<file path="src/rtl/enc8_serializer_if.sv">
`default_nettype none
// ============================================================================
// Module      : enc8_serializer_if
// Description : Line-vector input stream and code output stream bundle.
// Revision    : 1.0 - initial release
// ============================================================================
interface enc8_serializer_if #(
    parameter int N = 8
);
    localparam int CODE_W = $clog2(N);

    logic              in_valid;
    logic              in_ready;
    logic [N-1:0]      in_lines;
    logic              out_valid;
    logic              out_ready;
    logic [CODE_W-1:0] out_code;
    logic              out_last;
    logic              out_zero;

    modport master (
        output in_valid, in_lines, out_ready,
        input  in_ready, out_valid, out_code, out_last, out_zero
    );

    modport slave (
        input  in_valid, in_lines, out_ready,
        output in_ready, out_valid, out_code, out_last, out_zero
    );
endinterface
`default_nettype wire

</file>
<file path="src/rtl/enc8_serializer.sv">
`default_nettype none
// ============================================================================
// Module      : enc8_serializer
// Description : Sequential 8-to-3 encoder; emits the index of every asserted
//               line of a captured vector, one beat per cycle.
// Revision    : 1.0 - initial release
// ============================================================================
module enc8_serializer #(
    parameter int N         = 8,
    parameter bit LSB_FIRST = 1'b1
) (
    input  wire logic         clk,
    input  wire logic         rst_n,
    enc8_serializer_if.slave  bus
);
    localparam int CODE_W = $clog2(N);

    typedef enum logic [0:0] {
        ST_IDLE = 1'b0,
        ST_EMIT = 1'b1
    } state_t;

    state_t            r_state;
    logic [N-1:0]      r_pending;
    logic              r_zero;
    logic              r_out_valid;
    logic [CODE_W-1:0] r_out_code;
    logic              r_out_last;
    logic              r_out_zero;
    logic [N-1:0]      w_remaining;

    // Index of the next line to emit in scan order; 0 for an empty vector.
    function automatic logic [CODE_W-1:0] f_pick(input logic [N-1:0] vec);
        logic [CODE_W-1:0] code;
        code = '0;
        for (int i = 0; i < N; i++) begin
            if (LSB_FIRST) begin
                if (vec[N-1-i]) code = CODE_W'(N - 1 - i);
            end else begin
                if (vec[i]) code = CODE_W'(i);
            end
        end
        return code;
    endfunction

    function automatic logic f_single(input logic [N-1:0] vec);
        return (vec != '0) && ((vec & (vec - N'(1))) == '0);
    endfunction

    assign w_remaining = r_pending & ~(N'(1) << r_out_code);

    assign bus.in_ready  = (r_state == ST_IDLE) && rst_n;
    assign bus.out_valid = r_out_valid;
    assign bus.out_code  = r_out_code;
    assign bus.out_last  = r_out_last;
    assign bus.out_zero  = r_out_zero;

    // Beat fields are precomputed from the next pending value so they leave
    // the block straight from flops.
    always_ff @(posedge clk) begin
        if (!rst_n) begin
            r_state     <= ST_IDLE;
            r_pending   <= '0;
            r_zero      <= 1'b0;
            r_out_valid <= 1'b0;
            r_out_code  <= '0;
            r_out_last  <= 1'b0;
            r_out_zero  <= 1'b0;
        end else begin
            case (r_state)
                ST_IDLE: begin
                    if (bus.in_valid && bus.in_ready) begin
                        r_state     <= ST_EMIT;
                        r_pending   <= bus.in_lines;
                        r_zero      <= (bus.in_lines == '0);
                        r_out_valid <= 1'b1;
                        r_out_code  <= f_pick(bus.in_lines);
                        r_out_last  <= (bus.in_lines == '0) || f_single(bus.in_lines);
                        r_out_zero  <= (bus.in_lines == '0);
                    end
                end
                ST_EMIT: begin
                    if (bus.out_ready) begin
                        if (r_out_last) begin
                            r_state     <= ST_IDLE;
                            r_pending   <= '0;
                            r_zero      <= 1'b0;
                            r_out_valid <= 1'b0;
                            r_out_code  <= '0;
                            r_out_last  <= 1'b0;
                            r_out_zero  <= 1'b0;
                        end else begin
                            r_pending  <= w_remaining;
                            r_out_code <= f_pick(w_remaining);
                            r_out_last <= f_single(w_remaining);
                        end
                    end
                end
                default: begin
                    r_state <= ST_IDLE;
                end
            endcase
        end
    end
endmodule
`default_nettype wire

</file>
<file path="src/flat_wrapper.sv">
// flat-port wrapper written by rule: the top's interface ports become plain ports
module enc8_serializer_flat 
#(
    parameter int N         = 8,
    parameter bit LSB_FIRST = 1'b1
)
  (clk, rst_n, bus_in_valid, bus_in_lines, bus_out_ready, bus_in_ready, bus_out_valid, bus_out_code, bus_out_last, bus_out_zero);
  enc8_serializer_if #(.N(N)) bus_i ();
  input  wire logic clk;
  input  wire logic rst_n;
  input wire logic [$bits(bus_i.in_valid)-1:0] bus_in_valid;
  input wire logic [$bits(bus_i.in_lines)-1:0] bus_in_lines;
  input wire logic [$bits(bus_i.out_ready)-1:0] bus_out_ready;
  output wire logic [$bits(bus_i.in_ready)-1:0] bus_in_ready;
  output wire logic [$bits(bus_i.out_valid)-1:0] bus_out_valid;
  output wire logic [$bits(bus_i.out_code)-1:0] bus_out_code;
  output wire logic [$bits(bus_i.out_last)-1:0] bus_out_last;
  output wire logic [$bits(bus_i.out_zero)-1:0] bus_out_zero;
  assign bus_i.in_valid = bus_in_valid;
  assign bus_i.in_lines = bus_in_lines;
  assign bus_i.out_ready = bus_out_ready;
  assign bus_in_ready = bus_i.in_ready;
  assign bus_out_valid = bus_i.out_valid;
  assign bus_out_code = bus_i.out_code;
  assign bus_out_last = bus_i.out_last;
  assign bus_out_zero = bus_i.out_zero;
  enc8_serializer #(.N(N), .LSB_FIRST(LSB_FIRST)) u_core (.clk(clk), .rst_n(rst_n), .bus(bus_i));
endmodule
</file>
<file path="config.mk">
export PLATFORM = sky130hd
export DESIGN_NAME = enc8_serializer_flat
export DESIGN_NICKNAME = d
export VERILOG_FILES = /design/src/rtl/enc8_serializer_if.sv /design/src/rtl/enc8_serializer.sv /design/src/flat_wrapper.sv
export SDC_FILE = /design/constraint.sdc
export NUM_CORES = 1
export LEC_CHECK = 0
export BUFFER_PORTS_ARGS = -buffer_cell sky130_fd_sc_hd__buf_4
export CORE_ASPECT_RATIO = 2
export CORE_MARGIN = 8
export CORE_UTILIZATION = 45
export DETAILED_ROUTE_END_ITERATION = 10
export GPL_TIMING_DRIVEN = 0
export MAX_ROUTING_LAYER = met4
export PLACE_DENSITY = 0.68
export SYNTH_ARGS = -nofsm -noshare
export SYNTH_HDL_FRONTEND = slang
export SYNTH_SLANG_ARGS = --single-unit
</file>
<file path="constraint.sdc">
create_clock -name clk -period 2.05 [get_ports clk]
set_clock_uncertainty 0.2 [all_clocks]
set_input_delay 0 -clock clk [delete_from_list [all_inputs] [get_ports clk]]
set_output_delay 0 -clock clk [all_outputs]
set_load 0.01 [all_outputs]
</file>
Word-level counts from Yosys, hierarchy flattened. Index checks and enable logic that the tools add are counted.

Register bits after elaboration: 15. Output and inout port bits: 7.

Add/sub/neg operators: 2. Eq/ne operators: 3. Shift-type cells: 1. Multiplexer cells: 38. Bitwise logic cells: 5. Reductions and logical operators: 12.

Operator list (number): $mux 3 (19); $and 8x8->8 (3); $logic_not 8->1 (3); $mux 8 (3); $pmux 8 s2 (1); $reduce_bool 8->1 (2); $sub 8x1->8 const B (2); $mux 1 (10); $not 8->8 (1); $pmux 1 s2 (4); $shl 1x3->8 const A (1); $ne 2x2->1 const B (3); $pmux 3 s2 (1); $logic_and 1x1->1 (4); $reduce_and 3->1 (1); $reduce_and 2->1 (1); $logic_or 1x1->1 (1); $not 1->1 (1).

Longest topological paths before layout. Gate-level depths: netlist of run 1.

Depth after elaboration: 14. Mapped depth: 7.

Worst setup path before layout of run 1. OpenSTA, ideal clock, no wires.

Kind: flip-flop to flip-flop. Start: register u_core.r_out_code[0], in the netlist u_core.bus.out_code[0]. End: register u_core.r_out_last, in the netlist u_core.bus.out_last. Data arrival time: 1617 ps. Slack: 137 ps. Cell stages (with the launch flop): 7. Buffers on the path: 0. Period minus slack after synthesis: 1913 ps. Path through: dfxtp_1 > mux2_4 > o32a_4 > nor2b_4 > o21ai_0 > and2_1 > o41ai_2.

Longest elaborated chain between the ends: 10. Elaborated cells between the ends (all ways): 11. Those cells by class: 1 x add/sub; 1 x shift; 3 x mux; 3 x bitwise; 3 x reduce/logical.

Ends and longest elaborated chain: start: declaration (RTL line enc8_serializer.sv:27) `logic [CODE_W-1:0] r_out_code;`; start signal: assignment (RTL line enc8_serializer.sv:77) `r_out_code <= f_pick(bus.in_lines);`; start signal: assignment (RTL line enc8_serializer.sv:94) `r_out_code <= f_pick(w_remaining);`; $shl 1x3->8 (*) (RTL line enc8_serializer.sv:50) `assign w_remaining = r_pending & ~(N'(1) << r_out_code);`; $not 8->8 (*) (RTL line enc8_serializer.sv:50); $and 8x8->8 (*) (RTL line enc8_serializer.sv:50); $sub 8x1->8 (RTL line enc8_serializer.sv:47) `return (vec != '0) && ((vec & (vec - N'(1))) == '0);`; $and 8x8->8 (RTL line enc8_serializer.sv:47); $logic_not 8->1 (RTL line enc8_serializer.sv:47); $logic_and 1x1->1 (*) (RTL line enc8_serializer.sv:47); $mux 1 (*) (RTL line enc8_serializer.sv:84) `if (r_out_last) begin`; $mux 1 (*) (RTL line enc8_serializer.sv:83) `if (bus.out_ready) begin`; $pmux 1 s2 (*) (RTL line enc8_serializer.sv:70) `case (r_state)`; end signal: assignment (RTL line enc8_serializer.sv:78) `r_out_last <= (bus.in_lines == '0) || f_single(bus.in_lines);`; end signal: assignment (RTL line enc8_serializer.sv:95) `r_out_last <= f_single(w_remaining);`; end: declaration (RTL line enc8_serializer.sv:28) `logic r_out_last;`.

Every way passes the cells marked *; elsewhere a longest branch is shown, timed or not. The select of a mux whose other input is x is not followed. A chain may end at the register's enable or synchronous reset.

Worst setup path in the final report of run 1. Same ends and word-level chain as after synthesis.

==> results of run 1 <==
worst reg2reg max path, stage by stage, from the launching register on:
cell and delay (ns):
dfxtp_2 0.40, mux2_4 0.33, o32a_4 0.33, nor2b_4 0.14, o21ai_0 0.09, and2_1 0.17
o41ai_2 0.18
final cells by class:
cell class | count | area [µm²]
Fill cell | 259 | 1110
Multi-Input combinational cell | 125 | 842
Sequential cell | 15 | 302
Timing Repair Buffer | 27 | 228
Buffer | 10 | 82.6
Clock buffer | 3 | 41.3
Tap cell | 29 | 36.3
Inverter | 6 | 22.5
Clock inverter | 1 | 5.00
final timing paths:
check | cells past startpoint | end | from
worst min register to register | 2 | u_core.bus.out_valid | u_core.bus.out_valid
worst max register to register | 6 | u_core.bus.out_last | u_core.bus.out_code[0]
worst max-delay path | 6 | u_core.bus.out_last | u_core.bus.out_code[0]
worst min-delay path | 4 | u_core.bus.out_valid | bus_out_ready
metrics by stage:
step	util, %	setup slack [ns]	hold WS [ns]	area, µm²
floorplan	-	0.137	-0.0622	1230
global route	58.4	0.00836	0.0343	1560
CTS	57.6	0.00898	0.00400	1540
global placement	52.1	0.0474	0.0529	1390
detailed placement	52.1	0.0426	0.0565	1390
finish	58.4	0.118	0.00550	1560
power by group through the flow:
stage / clock (mW) / combinational, mW / sequential (mW)
after floorplan: 0 / 0.215 / 0.344
after global placement: 0 / 0.302 / 0.346
after detailed placement: 0 / 0.306 / 0.347
after CTS: 0.246 / 0.323 / 0.340
after global routing: 0.261 / 0.362 / 0.344
final: 0.246 / 0.329 / 0.342
timing repair:
action / 4_1_cts / 5_1_grt
setup endpoints to repair: 0 / 2
hold buffers: 10 / 0
endpoints found under the hold margin: 9 / 0
resized for setup: 0 / 6
cells in the final DEF (no fill, tap or decap), drive strengths merged, types with 2 or more instances in the layout:
cell type / instances
nor3b: 2
o221ai: 3
dfxtp: 15
nand3: 6
o31ai: 3
a21oi: 8
a211o: 2
dlygate4sd3: 10
a221oi: 2
nand2: 14
o21ai: 17
nand2b: 3
a31oi: 3
and3: 2
maj3: 2
clkbuf: 7
o211a: 5
a21boi: 2
mux2: 2
nor2b: 6
a22oi: 3
inv: 6
and2: 3
nor2: 9
buf: 23
nor3: 9
cell families after synthesis:
group           after synthesis
compound gates               60
fa+ha+maj                     2
buf+inv                      16
flops                        15
mux                           3
simple gates                 60
flip-flops by register name, summed over array words and instances, names as in the netlist:
register              cells
u_core.r_pending          8
u_core.bus.out_code       3
u_core.bus.out_last       1
u_core.bus.out_valid      1
u_core.bus.out_zero       1
u_core.r_state            1
routing by layer:
| metal | track usage, % | up-vias | wire, µm |
|---|---|---|---|
| li1 | - | 648 | - |
| met1 | 16.7 | 636 | 1520 |
| met2 | 25.6 | 34 | 1790 |
| met3 | 2.31 | 10 | 142 |
| met4 | 5.43 | 0 | 87 |
| met5 | - | - | 0 |
==> metrics.txt, run 1 <==
grt total ovfl=0; Max Cap Violations=0; Sw Share=33.7%; number of synthesized flops with an enable pin=0; Period minus WS final=1.93 ns; Die W=52.9 µm; placed cells=202; Tcrit/Tclk final=94.2%; Mapped Area=1230 µm²; CP arrival=1.89 ns; total number of vias=1,328; VDD IR max=0.000433 V; xor and xnor area share after synthesis=0%; non-filler cells, final=216; Worst-Margin Slew=0.488 ns; Clk network pwr share=26.9%; Post-Syn Instances=156; CP max FO=7; drt via density=6.15; ant diodes=0; CP Buf/Inv Count=0; Clock Latency Late Sink=0.25 ns; CP startpoint kind=flip-flop; Die H=89.9 µm; Post-Synth Adder-Cell Area=1.63%; post-synthesis mux area share=2.96%; CP endpoint kind=flip-flop; main combinational cell family by area after synthesis=compound AO/OA/AOI/OAI gates; clk buf depth=2; PortBufs=17; final net count=200; Area Growth Syn to Fin=27.0%; vias in the first global route=1,264; Max transition margin=67.5%; Yosys reg bits=15; total negative setup slack=0 ns; RSZ-0062 raised after global routing=no; pwr dens=588 nW/µm²; Hold Vio Cnt, Final=0; Synthesized Nets=168; register share of total power=37.2%; remaining antenna violation count=0; P_sw=0.309 mW; r2r setup slk=0.12 ns; final setup vio count=0; DR WL/cell=16.4 µm; Logic pwr share=35.9%; clk sinks=15; YS warnings=0; fraction of layout cells with a size suffix above 1=23.0%; DRT iter0 DRCs=46; # DRC=0; Compound-Gate Fraction of Synth Area=35.7%; Max Slew Vio Count=0; Synth top area share=24.5%; first-pass GRT wire length=5730 µm; Avg Cell Area, Syn=7.87 µm²; top cells by count, synth=dfxtp_1, nand2_1, o21ai_0; critical path's slowest cell=dfxtp_2; CTS Buf Count=3; GR Util All Layers=15.2%; count leader, synth=dfxtp_1; initial antenna violation count=0; Root Buffer Master=clkbuf_8; crit-path max cell delay=0.40 ns; Hold Crit Class=input pin to flip-flop; simple-gate share of the synthesized area=26.7%; FFs w/ async S/R, synth=0%; top cells by area, synth=dfxtp_1, o21ai_0, nand2_1, o211a_1, a21oi_1; total wire length=3540 µm; Worst-path clk slew=0.07 ns; CP Class=flip-flop to flip-flop; highest clock rate=518 MHz; die area=4760 µm²; Pint=0.608 mW; sequential area share after synthesis=24.5%; Initial Utilization=46.0%; Row Count=27; leading area contributor after synthesis=dfxtp_1; CTS tree=built; Worst path top cell family by delay=compound AO/OA/AOI/OAI gates; I/O pin total=19; core box area=2670 µm²; Most used DFF post-synth=dfxtp_1; Placer Congestion=0.928; largest net degree at the start of global routing=11; post-detail-place hpwl=2640 µm; total chip power=0.917 mW; TritonRoute pass-1 iters=4; Setup Fix Bufs, Post-CTS=0; post-synth cell types=54; Cell Chain, Critical Path=mux2_4, o32a_4, nor2b_4, o21ai_0, and2_1, o41ai_2; Crit path required time=2.01 ns; leak pwr=0.654 nW; H-tree levels=1; outcome=finished, final reports clean
No activity file was read; power rests on OpenSTA's default activity.
==> run 2, diff against run 1 <==
--- a/config.mk
+++ b/config.mk
@@ -5,7 +5,7 @@
 export SDC_FILE = /design/constraint.sdc
 export NUM_CORES = 1
 export LEC_CHECK = 0
-export BUFFER_PORTS_ARGS = -buffer_cell sky130_fd_sc_hd__buf_4
+export BUFFER_PORTS_ARGS = -buffer_cell sky130_fd_sc_hd__buf_2
 export CORE_ASPECT_RATIO = 2
 export CORE_MARGIN = 8
 export CORE_UTILIZATION = 45
==> run 2 against run 1 <==
Compared with the run above: sequential share of layout area increased by 1.0 points; design area decreased by 4.3%; non-clock buffer count decreased by 1; setup slack improved by 0.0085 ns; clock-buffer cell count unchanged; maximum frequency increased by 0.44%; wire length increased by 0.73%; die area unchanged; global-route usage increased by 0.24 points; total power decreased by 2.4%; highest routed layer unchanged.
==> metrics.txt, run 2 (synthesis results as in run 1) <==
CP Class=input pin to flip-flop; largest net degree at the start of global routing=11 (unchanged); Hold WS=0.00553 ns (+0.0000250 ns); Area Growth Syn to Fin=21.6%; Hold Crit Depth=4 (unchanged); Crit path required time=2.02 ns (about the same); r2r setup slk=0.13 ns (about the same); Tcrit/Tclk final=93.8% (-0.41 points); Period minus WS final=1.92 ns (-0.00850 ns); Setup Fix Bufs, Post-CTS=0 (unchanged); CP startpoint kind=input pin; grt total ovfl=0 (unchanged); Worst R2R End=u_core.bus.out_last; Die W=52.9 µm (unchanged); fraction of layout cells with a size suffix above 1=21.5% (-1.5 points); final net count=199 (-0.50%); PortBufs=17 (unchanged); Placer Congestion=0.879 (-5.2%); CTS tree=built; Worst Hold Launch=bus_in_lines[0]; Reg with most FFs=u_core.r_pending; vias in the first global route=1,280 (+1.3%); initial antenna violation count=0 (unchanged); Fill cells=257 (-0.77%); core box area=2670 µm² (unchanged); Max transition margin=67.4% (-0.089 points); critical path's slowest cell=dlygate4sd3_1; crit-path max cell delay=0.52 ns (+0.12 ns); DR WL/cell=16.6 µm (+1.2%); drt via density=6.05 (-1.6%); leak pwr=0.638 nW (-2.4%); total chip power=0.895 mW (-2.4%); pwr dens=600 nW/µm² (+1.9%); first-pass GRT wire length=5840 µm (+1.9%); most common cell after layout, fill and taps aside=buf_2; total number of vias=1,301 (-2.0%); CP max FO=10 (+3); Root Buffer Master=clkbuf_8; utilization after layout=55.9% (-2.5 points); Hold Path End=u_core.r_pending[0]; die area=4760 µm² (unchanged); Worst-path clk slew=0.06 ns (about the same); RSZ-0062 raised after global routing=no; CP endpoint kind=flip-flop; Hold Vio Cnt, Final=0 (unchanged); Max Cap Violations=0 (unchanged); highest clock rate=520 MHz (+0.44%); remaining antenna violation count=0 (unchanged); final setup vio count=0 (unchanged); Max Slew Vio Count=0 (unchanged); dpl cell area=1350 µm² (-3.1%); ant diodes=0 (unchanged); total wire length=3570 µm (+0.73%); clk sinks=15 (unchanged); Worst-Margin Slew=0.489 ns (+0.00133 ns); r2r worst-path depth=7 (+1); # DRC=0 (unchanged); clk buf depth=2 (unchanged); Row Count=27 (unchanged); TritonRoute pass-1 iters=4 (unchanged); CTS Buf Count=3 (unchanged); DRT iter0 DRCs=44 (-4.3%); VDD IR max=0.000507 V (+17%); I/O pin total=19 (unchanged); CP arrival=1.89 ns (about the same); max reg flops=8 (unchanged); worst r2r src=u_core.r_pending[1]; commonest non-fill, non-tap cells in the layout=buf_2, nand2_1, o21ai_0, dfxtp_1; Die H=89.9 µm (unchanged); total negative setup slack=0 ns (unchanged); Hold Crit Class=input pin to flip-flop; post-detail-place hpwl=2590 µm (-1.7%); Design Area, Final=1490 µm² (-4.3%); Cell Chain, Critical Path=dlygate4sd3_1, buf_2, and2b_2, a22o_1, clkbuf_1, o21ai_0, a31oi_1; Initial Utilization=46.0% (unchanged); Clock Latency Late Sink=0.24 ns (about the same); outcome=finished, final reports clean; H-tree levels=1 (unchanged); GR Util All Layers=15.4% (+0.24 points)
[run 2: changes by cell type in the layout (fill, tap and decap cells not counted)]
cell           change
buf_2             +17
buf_4             -17
a2111oi_0          +1
a2111oi_2          -1
a31oi_1            +1
a31oi_2            -1
dfxtp_2            -1
dfxtp_4            +1
dlygate4sd3_1      -1
or4_1              +1
or4_4              -1
[run 2: report_power, final]
part / total, mW / internal, mW / switching [mW]
logic: 0.313 / 0.145 / 0.168
registers: 0.341 / 0.315 / 0.0263
clock network: 0.241 / 0.134 / 0.107
[run 2: layout make-up]
cell class              instances  area (µm²)  share of cell area (%)
multi-input cells             125         826                    55.3
flip-flops and latches         15         304                    20.4
repair buffers                 26         175                    11.7
plain buffers                  10        82.6                    5.53
clock buffers                   3        41.3                    2.77
well taps                      29        36.3                    2.43
inverters                       6        22.5                    1.51
clock inverters                 1        5.00                   0.335
[run 2: stage by stage]
step / instances / worst slack [ns]
after floorplan: 156 / 0.137
final: 215 / 0.127
after CTS: 215 / 0.0317
after global placement: 202 / 0.0482
after global routing: 215 / 0.0148
after detailed placement: 202 / 0.0611
[run 2: repair_timing]
| item | in CTS | in global routing |
|---|---|---|
| gates resized for setup | 0 | 3 |
| endpoints found under the setup margin | 0 | 2 |
| hold buffers | 9 | 0 |
| hold endpoints to repair | 9 | 0 |
[run 2: critical path: cells and delay by family]
family	cells	cell delay [ns]
AOI/OAI and AO/OA	3	0.60
buffers and inverters	3	1.10
and+or+nand+nor	1	0.20
[run 2: worst max-delay path by stage]
stage,slack [ns],end,start
5_1_grt,0.01,u_core.bus.out_last,u_core.bus.out_code[2]
6_report,0.13,u_core.bus.out_code[1],rst_n
2_1_floorplan,0.14,u_core.bus.out_last,u_core.bus.out_code[0]
4_1_cts,0.03,u_core.bus.out_last,u_core.bus.out_code[0]
3_5_place_dp,0.06,u_core.bus.out_last,u_core.bus.out_code[0]
3_3_place_gp,0.05,u_core.bus.out_last,u_core.bus.out_code[0]
[run 2: layer usage]
metal | vias to the layer above | wire length, µm | track usage (%)
li1 | 650 | - | -
met1 | 611 | 1590 | 18.4
met2 | 34 | 1820 | 25.3
met3 | 6 | 104 | 1.65
met4 | 0 | 49 | 4.78
met5 | - | 0 | -
